--- config.mk ---
export PLATFORM = sky130hd
export DESIGN_NAME = game_input_frontend
export DESIGN_NICKNAME = d
export VERILOG_FILES = /design/src/rtl/game_pkg.sv /design/src/rtl/key_debounce.sv /design/src/rtl/game_input_frontend.sv
export SDC_FILE = /design/constraint.sdc
export NUM_CORES = 1
export LEC_CHECK = 0
export BUFFER_PORTS_ARGS = -buffer_cell sky130_fd_sc_hd__buf_2
export CAP_MARGIN = 20
export CORE_MARGIN = 10
export CORE_UTILIZATION = 51
export CTS_CLUSTER_SIZE = 24
export DETAILED_ROUTE_END_ITERATION = 7
export PLACE_DENSITY_LB_ADDON = 0.2
export REMOVE_ABC_BUFFERS = 1
export SYNTH_ARGS = -nofsm -noshare
export SYNTH_HDL_FRONTEND = slang
export SYNTH_SLANG_ARGS = --single-unit
export TNS_END_PERCENT = 20
--- constraint.sdc ---
create_clock -name clk -period 1.8 [get_ports clk]
set_input_delay 0.36 -clock clk [delete_from_list [all_inputs] [get_ports clk]]
set_output_delay 0.36 -clock clk [all_outputs]
set_load 0.01 [all_outputs]
--- src/rtl/game_pkg.sv ---
// Shared constants and helpers for the arcade game input front end.
// Key index constants describe the bit order within one player's switch group.
package game_pkg;

  localparam int NUM_PLAYERS_DEFAULT     = 2;
  localparam int KEYS_PER_PLAYER_DEFAULT = 4;

  localparam int KEY_UP    = 0;
  localparam int KEY_DOWN  = 1;
  localparam int KEY_LEFT  = 2;
  localparam int KEY_RIGHT = 3;

  function automatic int clog2(input int value);
    int r;
    r = 0;
    while ((1 << r) < value) r = r + 1;
    return r;
  endfunction

endpackage

--- src/rtl/key_debounce.sv ---
// One switch: 2-flop synchroniser, debouncer, press/release pulse generator.
// Optional hold-to-repeat press pulses when GAME_INPUT_AUTOREPEAT_EN is defined.
module key_debounce
  import game_pkg::*;
#(
  parameter int DEBOUNCE_CYCLES = 4,
  parameter int REPEAT_DELAY    = 16,
  parameter int REPEAT_PERIOD   = 8
) (
  input  logic clk_i,
  input  logic rst_ni,
  input  logic key_i,
  output logic stable_o,
  output logic press_o,
  output logic release_o
);

  localparam int             CW       = clog2(DEBOUNCE_CYCLES) + 1;
  localparam logic [CW-1:0] CNT_LAST = CW'(DEBOUNCE_CYCLES - 1);

  logic          sync1_q, sync2_q;
  logic          stable_q, stable_d;
  logic          press_q, press_d;
  logic          release_q, release_d;
  logic [CW-1:0] cnt_q, cnt_d;
  logic          accept;

`ifdef GAME_INPUT_AUTOREPEAT_EN
  localparam int             RW         = clog2(REPEAT_DELAY) + 1;
  localparam logic [RW-1:0] RPT_LAST   = RW'(REPEAT_DELAY - 1);
  localparam logic [RW-1:0] RPT_RELOAD = RW'(REPEAT_DELAY - REPEAT_PERIOD);
  logic [RW-1:0] rpt_q, rpt_d;
`endif

  always_comb begin
    cnt_d    = cnt_q;
    stable_d = stable_q;
    accept   = 1'b0;
    if (sync2_q == stable_q) begin
      cnt_d = '0;
    end else if (cnt_q == CNT_LAST) begin
      accept   = 1'b1;
      stable_d = sync2_q;
      cnt_d    = '0;
    end else begin
      cnt_d = cnt_q + CW'(1);
    end
    press_d   = accept & sync2_q;
    release_d = accept & ~sync2_q;
`ifdef GAME_INPUT_AUTOREPEAT_EN
    // Any accept while held is a release, so repeats never coincide with it.
    rpt_d = rpt_q;
    if (!stable_q || accept) begin
      rpt_d = '0;
    end else if (rpt_q == RPT_LAST) begin
      rpt_d   = RPT_RELOAD;
      press_d = 1'b1;
    end else begin
      rpt_d = rpt_q + RW'(1);
    end
`endif
  end

  always_ff @(posedge clk_i or negedge rst_ni) begin
    if (!rst_ni) begin
      sync1_q   <= 1'b0;
      sync2_q   <= 1'b0;
      stable_q  <= 1'b0;
      press_q   <= 1'b0;
      release_q <= 1'b0;
      cnt_q     <= '0;
`ifdef GAME_INPUT_AUTOREPEAT_EN
      rpt_q     <= '0;
`endif
    end else begin
      sync1_q   <= key_i;
      sync2_q   <= sync1_q;
      stable_q  <= stable_d;
      press_q   <= press_d;
      release_q <= release_d;
      cnt_q     <= cnt_d;
`ifdef GAME_INPUT_AUTOREPEAT_EN
      rpt_q     <= rpt_d;
`endif
    end
  end

  assign stable_o  = stable_q;
  assign press_o   = press_q;
  assign release_o = release_q;

endmodule

--- src/rtl/game_input_frontend.sv ---
// Pixel clock enable divider plus conditioned player switches on one system clock.
// Build option GAME_INPUT_AUTOREPEAT_EN adds hold-to-repeat press pulses.
module game_input_frontend
  import game_pkg::*;
#(
  parameter int NUM_PLAYERS     = NUM_PLAYERS_DEFAULT,
  parameter int KEYS_PER_PLAYER = KEYS_PER_PLAYER_DEFAULT,
  parameter int CLK_DIV         = 2,
  parameter int DEBOUNCE_CYCLES = 4,
  parameter int REPEAT_DELAY    = 16,
  parameter int REPEAT_PERIOD   = 8,
  localparam int NK             = NUM_PLAYERS * KEYS_PER_PLAYER
) (
  input  logic          clk,
  input  logic          reset_n,
  input  logic [NK-1:0] keys_raw,
  output logic          pix_ce,
  output logic [NK-1:0] keys_stable,
  output logic [NK-1:0] keys_press,
  output logic [NK-1:0] keys_release
);

  localparam int             DW       = clog2(CLK_DIV) + 1;
  localparam logic [DW-1:0] DIV_LAST = DW'(CLK_DIV - 1);

  logic [DW-1:0] div_q, div_d;
  logic          pix_ce_q, pix_ce_d;

  always_comb begin
    pix_ce_d = (div_q == DIV_LAST);
    div_d    = pix_ce_d ? '0 : div_q + DW'(1);
  end

  always_ff @(posedge clk or negedge reset_n) begin
    if (!reset_n) begin
      div_q    <= '0;
      pix_ce_q <= 1'b0;
    end else begin
      div_q    <= div_d;
      pix_ce_q <= pix_ce_d;
    end
  end

  assign pix_ce = pix_ce_q;

  for (genvar i = 0; i < NK; i++) begin : g_key
    key_debounce #(
      .DEBOUNCE_CYCLES(DEBOUNCE_CYCLES),
      .REPEAT_DELAY   (REPEAT_DELAY),
      .REPEAT_PERIOD  (REPEAT_PERIOD)
    ) u_key (
      .clk_i    (clk),
      .rst_ni   (reset_n),
      .key_i    (keys_raw[i]),
      .stable_o (keys_stable[i]),
      .press_o  (keys_press[i]),
      .release_o(keys_release[i])
    );
  end

endmodule

# Word-level counts from Yosys, hierarchy flattened
# Cells that the tools add are included.
# word_totals
regBits	67
out_inout_bits	25
elab_cells	149
# op_classes
addsub	9
eq_ne	17
mux	33
n_bitwise	32
n_reduce_logical	8
# ops
cell	n
3-bit 2-to-1 mux	16
3-bit by 1-bit adder with 3-bit output (second input constant)	8
3-bit by 2-bit equality test with 1-bit output (second input constant)	8
1-bit bitwise AND	16
1-bit 2-to-1 mux	16
1-bit NOT	16
2-bit AND reduction	8
1-bit equality test	8
2-bit by 1-bit adder with 2-bit output (second input constant)	1
2-bit by 1-bit equality test with 1-bit output (second input constant)	1
2-bit 2-to-1 mux	1

# Logic depth before layout (Yosys ltp)
# Gate-level depths: netlist of run 1.
# depth
depth_word	4
depth_mapped	3

# Cells and area by module
# Synthesis of run 1 repeated with hierarchy kept, for this count alone.
# hier_totals
hier_cells	142
area_unflattened_um2	2376.0
# modules_own_cells
mod	n_inst	cells_each	area_each_um2	seq_area_each_um2
key_debounce	8	17	285.3	200.2
game_input_frontend	1	6	93.8	75.1

# Least setup slack after synthesis of run 1
# No wires, ideal clock.
# synth_timing
path_type	reg-to-reg
startpoint	register g_key[2].u_key.cnt_q[0]
endpoint	register g_key[2].u_key.stable_q
setup_ns	0.125
arrival_time_ns	0.991
required_time_ns	1.675
slack_ns	0.684
stages_incl_launch_ff	4
cell_sequence	dfrtp_1 -> ha_1 -> nand2b_4 -> mux2_2
# synth_between
elab_chain_cells	2
# synth_rtl
item	line	source
start, declared	key_debounce.sv:25	logic [CW-1:0] cnt_q, cnt_d;
start signal, assigned	key_debounce.sv:81	cnt_q <= cnt_d;
3-bit by 2-bit equality test with 1-bit output	key_debounce.sv:41	end else if (cnt_q == CNT_LAST) begin
2-bit AND reduction (no source line)	n/a	
end signal, assigned	key_debounce.sv:78	stable_q <= stable_d;
end, declared	key_debounce.sv:22	logic stable_q, stable_d;
# Every way passes these cells.
# A chain may end at the register's enable or synchronous reset.

# Worst setup path after layout of run 1
# layout_timing
startpoint	register g_key[0].u_key.stable_q
endpoint	output port keys_stable[0]
# layout_lines
item	line	source
start, declared	key_debounce.sv:22	
start signal, assigned	key_debounce.sv:78	
end, declared	game_input_frontend.sv:18	output logic [NK-1:0] keys_stable,
# No word-level cell between the ends.

==> out/results.txt, run 1 <==
fmax: 779.9 MHz
Die Ht: 90.83 µm
asr flop ratio synth: 100.0%
post-CTS resize count: 0
Die Wd: 90.83 µm
Clock Skew: 4.058 ps
Synth Warn #: 0
Top delay family on crit path: flip-flops
clk_lat worst skew: 320 ps
I/O pins: 35
critical path type: reg -> out
slew margin rel.: 78.06%
Core Area: 4786 µm²
Post-DP Area: 2653 µm²
leak pwr: 0.001389 µW
Initial Utilization: 53.46%
fillers: 381
cell count after synthesis: 167
max cap viols: 0
CTS Buf Count: 9
Required @ worst endpoint: 1440 ps
postcts setup bufs: 0
GP Congestion: 0.6796
RSZ-0062 raised after global routing: false
Fin Hold WS: 41.47 ps
total power: 3922 µW
CP Cell Sequence: buf_2
Critical Path End Type: output port
Finished Cell Area: 2825 µm²
total wire length: 3652 µm
TritonCTS Sinks: 67
crit share post-route: 71.23%
Critical Path AT: 920 ps
status: finished, final reports clean
CTS Buffer Depth: 2
fin crit period: 1282 ps
# rows: 25
Max IR drop VDD: 0.7493 mV
CTS Hold Bufs: 0
Sum Neg Setup Slack: 0 ps
most frequent cells in the layout: dfrtp_1, buf_2, nor3b_1
Largest stage delay, worst path: 430 ps
final setup fails: 0
ys flop type: dfrtp_1
vias in the first global route: 1437
layout cells sized above 1: 33.51%
CP Buf/Inv Count: 1
EDFF count, synth: 0
vias: 1244
register area: 1677 µm²
DP HPWL: 2593 µm
# nets final: 207
clk root buf: clkbuf_8
Worst-path clk slew: 70 ps
First-pass DRT Iterations: 3
initial antenna violation count: 0
Netlist cell types: 15
CTS tree: built
DR WL/cell: 13.99 µm
Setup crit start kind: flip-flop
drc violations: 0
Multi-input gate area: 698.2 µm²
Pins Over Slew Limit: 0
slowest CP cell: dfrtp_1
Routed Antenna Nets: 0
largest net degree at the start of global routing: 68
most common cell after layout, fill and taps aside: dfrtp_1
ANT cells: 0
Least-Margin Pin Slew: 326.8 ps
Hold Fails Final Rpt: 0
GRT overflow: 0
All-Layer GR Usage: 10.03%
synthesized area per cell: 15.32 µm²
P&R area growth vs syn: 10.42%
synthesized area: 2559 µm²
full die area: 8250 µm²
IO buf count: 34
worst min path class: in -> async
H-tree depth: 3
Pwr Density: 1388 nW/µm²
post-synthesis sequential area ratio: 65.53%
Initial DRC Count: 46
CP max FO: 5
Synth Register Bits: 67
detailed-route vias per instance: 4.766
first-pass GRT wire length: 6527 µm
path summary, 6_finish.rpt:
check | startpoint | to | slack [ps] | cells past startpoint
worst max-delay path | g_key[0].u_key.stable_o | keys_stable[0] | 520 | 1
worst min-delay path | reset_n | g_key[4].u_key.cnt_q[0] | 40 | 2
worst max register to register | g_key[5].u_key.cnt_q[0] | g_key[5].u_key.stable_o | 590 | 3
worst min register to register | g_key[3].u_key.sync1_q | g_key[3].u_key.sync2_q | 350 | 0
max in group asynchronous | reset_n | pix_ce | 1490 | 2
min in group clk | keys_raw[6] | g_key[6].u_key.sync1_q | 130 | 1
synth_stat cells (2+ instances only):
master / count / share of area, %
and3b_1: 8 / 2.7
buf_4: 24 / 7.0
dfrtp_1: 67 / 66
ha_1: 8 / 3.9
mux2_2: 7 / 3.1
nand2b_4: 7 / 3.8
nor2b_1: 4 / 0.98
nor3_1: 2 / 0.39
nor3b_1: 27 / 7.9
xnor2_1: 8 / 2.7
metal layers:
metal	track usage, %	wire, µm	vias up
li1	-	-	590
met1	10.33	1484	621
met2	16.05	1862	26
met3	4.406	252	7
met4	7.050	53	0
met5	0	0	-
cells by family (layout without fill, tap and decap cells):
logic type | after synthesis | after routing | synth area share [%]
XOR/XNOR | 8 | 8 | 2.738
adder cells (fa/ha/maj) | 8 | 8 | 3.912
buffers and inverters | 25 | 52 | 7.188
flip-flops | 67 | 67 | 65.53
multiplexers | 8 | 8 | 3.667
AND/OR/NAND/NOR | 51 | 51 | 16.97
state kept, by name, summed over array words and instances (netlist names):
register,flops
g_key.u_key.stable_o,8
g_key.u_key.sync1_q,8
g_key.u_key.press_o,8
g_key.u_key.release_o,8
g_key.u_key.sync2_q,8
pix_ce,1
div_q,2
g_key.u_key.cnt_q,24
metrics by stage:
stage | utilization, % | setup WS (ps) | instances
floorplan | - | 683.8 | 143
global placement | 55.42 | 658.5 | 245
detailed placement | 55.42 | 613.3 | 245
CTS | 59.03 | 490.4 | 261
global route | 59.03 | 461.5 | 261
finish | 59.03 | 517.8 | 261
where the power goes:
group          internal [µW]  switching, µW  total, µW
registers               1780            208       1990
clock network            573            502       1070
logic                    459            399        858
total                   2810           1110       3920
cell type report:
| type | count | area share (%) |
|---|---|---|
| multi-input cells | 75 | 24.71 |
| well taps | 67 | 2.967 |
| clock inverters | 2 | 0.3543 |
| flip-flops and latches | 67 | 59.34 |
| repair buffers | 35 | 6.732 |
| inverters | 1 | 0.1329 |
| clock buffers | 14 | 5.757 |
(Power assumes the default switching activity.)
==> run 2, diff against run 1 <==
--- a/config.mk
+++ b/config.mk
@@ -8,7 +8,7 @@
 export BUFFER_PORTS_ARGS = -buffer_cell sky130_fd_sc_hd__buf_2
 export CAP_MARGIN = 20
 export CORE_MARGIN = 10
-export CORE_UTILIZATION = 51
+export CORE_UTILIZATION = 50
 export CTS_CLUSTER_SIZE = 24
 export DETAILED_ROUTE_END_ITERATION = 7
 export PLACE_DENSITY_LB_ADDON = 0.2
==> constraint.sdc (replaced) <==
create_clock -name clk -period 1.1 [get_ports clk]
set_input_delay 0.22 -clock clk [delete_from_list [all_inputs] [get_ports clk]]
set_output_delay 0.22 -clock clk [all_outputs]
set_load 0.01 [all_outputs]
==> run 2 against run 1 <==
Net effect:
- sequential cell count unchanged
- worst setup slack worse by 550 ps
- via count up 9.2%
- global-route usage rose by 0.42 points
- the flow now finishes with violations (negative setup slack)
- combinational power grew to 2.5 times the previous value
- critical path type is now reg -> reg
- critical endpoint is now g_key[1].u_key.stable_o
- clock-buffer cell count stayed put
- core utilization increased by 7.9 points
- worst hold slack improved by 310 ps
==> out/results.txt, run 2 (same netlist as run 1, synthesis figures left out) <==
worst min path class: reg -> reg
Largest stage delay, worst path: 360 ps (-70 ps)
Biggest register: g_key.u_key.cnt_q
# nets final: 238 (+15%)
Max IR drop VDD: 1.301 mV (+74%)
Finished Cell Area: 3244 µm² (+15%)
First-pass DRT Iterations: 4 (+1)
Worst-path clk slew: 70 ps (about the same)
leak pwr: 0.001564 µW (+13%)
Pins Over Slew Limit: 0 (unchanged)
final setup fails: 10 (+10)
layout cells sized above 1: 46.22% (+13 points)
P&R area growth vs syn: 26.80%
drc violations: 0 (unchanged)
CP Cell Sequence: ha_2 -> nor2b_4 -> mux2_4
Largest register FFs: 24 (unchanged)
CP max FO: 2 (-3)
Required @ worst endpoint: 1310 ps (-130 ps)
clk root buf: clkbuf_8
vias in the first global route: 1531 (+6.5%)
Pwr Density: 2226 nW/µm² (+60%)
Post-DP Area: 2728 µm² (+2.8%)
final worst slack: -29.15 ps (-547.0 ps)
# rows: 25 (unchanged)
failing checks: negative setup slack
ANT cells: 0 (unchanged)
total wire length: 4114 µm (+13%)
H-tree depth: 3 (unchanged)
critical path type: reg -> reg
GP Congestion: 0.7085 (+4.3%)
Least-Margin Pin Slew: 350.0 ps (+23.20 ps)
Routed Antenna Nets: 0 (unchanged)
status: complete, but fails checks
DR WL/cell: 14.09 µm (+0.69%)
full die area: 8379 µm² (+1.6%)
CTS Buf Count: 9 (unchanged)
first-pass GRT wire length: 6969 µm (+6.8%)
Die Ht: 91.54 µm (+0.78%)
Core Area: 4848 µm² (+1.3%)
CTS tree: built
Initial Utilization: 52.77% (-0.69 points)
slew margin rel.: 76.67% (-1.4 points)
Critical Path End Type: flip-flop
most frequent cells in the layout: dfrtp_1, buf_2, nor3b_1
fmax: 885.6 MHz
max cap viols: 0 (unchanged)
GRT overflow: 0 (unchanged)
Setup crit start kind: flip-flop
CTS Buffer Depth: 2 (unchanged)
All-Layer GR Usage: 10.45% (+0.42 points)
detailed-route vias per instance: 4.654 (-2.4%)
Clock Skew: 6.257 ps (+2.198 ps)
Hold Fails Final Rpt: 0 (unchanged)
RSZ-0062 raised after global routing: true
largest net degree at the start of global routing: 68 (unchanged)
Die Wd: 91.54 µm (+0.78%)
initial antenna violation count: 0 (unchanged)
crit share post-route: 102.6%
Initial DRC Count: 42 (-8.7%)
Sum Neg Setup Slack: -94.42 ps (-94.42 ps)
IO buf count: 34 (unchanged)
I/O pins: 35 (unchanged)
slowest CP cell: dfrtp_1
most common cell after layout, fill and taps aside: dfrtp_1
vias: 1359 (+9.2%)
Critical Path AT: 1340 ps (+420 ps)
fin crit period: 1129 ps
TritonCTS Sinks: 67 (unchanged)
clk_lat worst skew: 330 ps (about the same)
DP HPWL: 2638 µm (+1.7%)
==> run 2: cell count changes in the layout (fill, tap and decap cells not counted), sizes merged <==
cell and change:
dlygate4sd3 +9, buf +22
==> run 2: final cells by class <==
type / count / area [µm²]
multi-input cells: 75 / 852.1
repair buffers: 66 / 455.4
fillers: 337 / 1604
well taps: 67 / 83.83
clock inverters: 2 / 10.01
inverters: 1 / 3.754
flip-flops and latches: 67 / 1677
clock buffers: 14 / 162.7
==> run 2: path summary, 6_finish.rpt <==
check	startpoint	endpoint	slack, ps	depth (start not counted)
max in group asynchronous	reset_n	pix_ce	380	3
min reg2reg	g_key[1].u_key.sync1_q	g_key[1].u_key.sync2_q	350	0
min in group asynchronous	reset_n	g_key[7].u_key.sync2_q	430	3
max	g_key[1].u_key.cnt_q[0]	g_key[1].u_key.stable_o	-30	3
min	g_key[1].u_key.sync1_q	g_key[1].u_key.sync2_q	350	0
max reg2reg	g_key[1].u_key.cnt_q[0]	g_key[1].u_key.stable_o	-30	3
==> run 2: repair_timing <==
action / 4_1_cts / 5_1_grt
pin swaps: 7 / 3
resized for setup: 15 / 13
endpoints found under the setup margin: 19 / 33
setup buffers: 10 / 2
endpoints found under the hold margin: 75 / 0
hold buffers: 9 / 0
==> run 2: power breakdown <==
group | internal (µW) | switching [µW] | total, µW
Clock | 937 | 819 | 1760
Combinational | 1300 | 875 | 2170
Sequential | 2920 | 377 | 3290
==> run 2: metrics by stage <==
step / hold slack (ps) / instances / total power [µW] / setup WS, ps / utilization (%)
5_1_grt: 359.5 / 292 / 7683 / -67.51 / 66.92
6_report: 348.6 / 292 / 7223 / -29.15 / 66.92
3_3_place_gp: 253.5 / 255 / 4677 / -24.72 / 56.26
3_5_place_dp: 262.1 / 255 / 4840 / -76.91 / 56.26
4_1_cts: 351.4 / 290 / 7060 / -41.26 / 64.57
2_1_floorplan: -75.59 / 143 / 4210 / -16.15 / -
==> run 2: layer usage <==
layer  track usage (%)  up-vias  share of wire, %  routed length [µm]
li1                  -      642                 -                   -
met1             10.34      690                39                1612
met2             17.54       22                54                2211
met3             4.362        5               6.0                 245
met4             7.050        0               1.1                  45
met5                 0        -                 0                   0
==> run 2: critical path, delay by kind of cell, from the launching register on <==
| family | cells | cell delay (ps) |
|---|---|---|
| muxes | 1 | 310 |
| and+or+nand+nor | 1 | 170 |
| DFF | 1 | 360 |
| adders and majority gates | 1 | 180 |
==> run 3, diff against run 2 <==
--- a/config.mk
+++ b/config.mk
@@ -8,10 +8,10 @@
 export BUFFER_PORTS_ARGS = -buffer_cell sky130_fd_sc_hd__buf_2
 export CAP_MARGIN = 20
 export CORE_MARGIN = 10
-export CORE_UTILIZATION = 50
+export CORE_UTILIZATION = 40
 export CTS_CLUSTER_SIZE = 24
 export DETAILED_ROUTE_END_ITERATION = 7
-export PLACE_DENSITY_LB_ADDON = 0.2
+export PLACE_DENSITY_LB_ADDON = 0.08
 export REMOVE_ABC_BUFFERS = 1
 export SYNTH_ARGS = -nofsm -noshare
 export SYNTH_HDL_FRONTEND = slang
==> run 3 against run 2 <==
Net effect:
- the flow still finishes with violations (negative setup slack)
- register-to-register slack barely moved
- worst setup slack got worse by 2.4 ps
- non-clock buffer count fell by 3
- wire length fell by 1.2%
- combinational power fell by 7%
- largest cell class unchanged
- highest routed layer unchanged
==> out/results.txt, run 3 (same netlist as run 1, synthesis figures left out) <==
final worst slack: -31.55 ps (-2.401 ps)
Setup crit start kind: flip-flop
Required @ worst endpoint: 880 ps (-430 ps)
Biggest register: g_key.u_key.cnt_q
GP Congestion: 0.7625 (+7.6%)
Hold Fails Final Rpt: 0 (unchanged)
most common cell after layout, fill and taps aside: dfrtp_1
full die area: 9996 µm² (+19%)
CTS Buf Count: 9 (unchanged)
CTS tree: built
status: complete, but fails checks
# nets final: 235 (-1.3%)
total wire length: 4064 µm (-1.2%)
All-Layer GR Usage: 8.403% (-2.0 points)
I/O pins: 35 (unchanged)
Final Util: 51.45% (-15 points)
CTS Buffer Depth: 2 (unchanged)
most frequent cells in the layout: dfrtp_1, buf_2, nor3b_1
clk_lat worst skew: 330 ps (about the same)
slew margin rel.: 76.89% (+0.22 points)
Worst-path clk slew: 70 ps (about the same)
FF-to-FF setup slack: -20 ps (about the same)
RR Startpoint: g_key[1].u_key.cnt_q[0]
TritonCTS Sinks: 67 (unchanged)
fmax: 883.7 MHz (-0.21%)
# rows: 29 (+16%)
RSZ-0062 raised after global routing: true
Core Area: 6277 µm² (+29%)
largest net degree at the start of global routing: 68 (unchanged)
ANT cells: 0 (unchanged)
leak pwr: 0.001535 µW (-1.8%)
Clock Skew: 5.941 ps (-0.3157 ps)
critical path type: reg -> out
Largest register FFs: 24 (unchanged)
Fin Hold WS: 346.8 ps (-1.806 ps)
Least-Margin Pin Slew: 346.6 ps (-3.352 ps)
Initial Utilization: 40.76% (-12 points)
CP max FO: 5 (+3)
P&R area growth vs syn: 26.21%
Die Wd: 99.98 µm (+9.2%)
vias: 1343 (-1.2%)
layout cells sized above 1: 44.34% (-1.9 points)
fin crit period: 1132 ps (+2.401 ps)
failing checks: negative setup slack
R2R Path End: g_key[1].u_key.stable_o
Critical Path AT: 910 ps (-430 ps)
Largest stage delay, worst path: 420 ps (+60 ps)
CP Cell Sequence: buf_2
First-pass DRT Iterations: 2 (-2)
Routed Antenna Nets: 0 (unchanged)
Initial DRC Count: 38 (-9.5%)
Critical Path End Type: output port
crit path to: keys_stable[5]
worst min path class: reg -> reg
Pwr Density: 2270 nW/µm² (+2.0%)
WP depth: 1 (-2)
crit share post-route: 102.9% (+0.22 points)
CP Buf/Inv Count: 1 (+1)
final setup fails: 7 (-3)
Top delay family on crit path: flip-flops
DP HPWL: 2688 µm (+1.9%)
first-pass GRT wire length: 6568 µm (-5.8%)
Pins Over Slew Limit: 0 (unchanged)
slowest CP cell: dfrtp_1
max cap viols: 0 (unchanged)
total power: 7332 µW (+1.5%)
clk root buf: clkbuf_8
Sum Neg Setup Slack: -146.1 ps (-51.72 ps)
DR WL/cell: 13.64 µm (-3.2%)
drc violations: 0 (unchanged)
Worst Reg-to-Reg Cells: 3 (unchanged)
Max IR drop VDD: 1.126 mV (-13%)
Critical Path Start: g_key[5].u_key.stable_o
Die Ht: 99.98 µm (+9.2%)
initial antenna violation count: 0 (unchanged)
GRT overflow: 0 (unchanged)
detailed-route vias per instance: 4.507 (-3.2%)
H-tree depth: 3 (unchanged)
IO buf count: 34 (unchanged)
vias in the first global route: 1472 (-3.9%)
[run 3: cell count changes in the layout (fill, tap and decap cells not counted), moves of 2 or more]
cell	change
buf_4	-2
xnor2_1	+2
nor3b_2	-2
nor3b_1	+2
[run 3: worst min-delay path by stage]
stage	slack [ps]	to	start	cells past startpoint
floorplan	-80	div_q[0]	reset_n	0
global placement	260	g_key[6].u_key.stable_o	reset_n	2
detailed placement	270	g_key[6].u_key.release_o	reset_n	2
CTS	350	g_key[5].u_key.sync2_q	g_key[5].u_key.sync1_q	0
global route	350	g_key[5].u_key.sync2_q	g_key[5].u_key.sync1_q	0
finish	350	g_key[5].u_key.sync2_q	g_key[5].u_key.sync1_q	0
[run 3: layout make-up]
cell class | instances | area, µm²
clock buffer | 13 | 158.9
fill | 541 | 3048
timing repair buffer | 63 | 435.4
sequential | 67 | 1678
clock inverter | 2 | 35.03
tap | 77 | 96.34
inverter | 1 | 3.754
multi-input combinational | 75 | 822.0
[run 3: power breakdown]
group,switching [µW],internal [µW]
clock,849,1160
sequential,392,2920
combinational,801,1210
[run 3: metrics by stage]
step	worst slack, ps	instance area [µm²]	instances
floorplan	-16.15	2379	143
global placement	-30.66	2748	266
detailed placement	-58.66	2748	266
CTS	-64.69	3074	292
global route	-77.75	3229	298
finish	-31.55	3229	298
[run 3: what timing repair did]
item / 4_1_cts / 5_1_grt
endpoints found under the setup margin: 23 / 30
pin swaps: 6 / 2
hold endpoints to repair: 75 / 0
setup buffers: 2 / 6
cloned: 0 / 0
gates resized for setup: 8 / 16
hold buffers: 9 / 0
[run 3: metal layers]
metal,track usage [%],up-vias,wire length [µm]
met2,13.49,27,1971
met1,8.608,665,1757
met5,0,-,0
met3,3.777,9,225
met4,5.870,0,110
li1,-,642,-
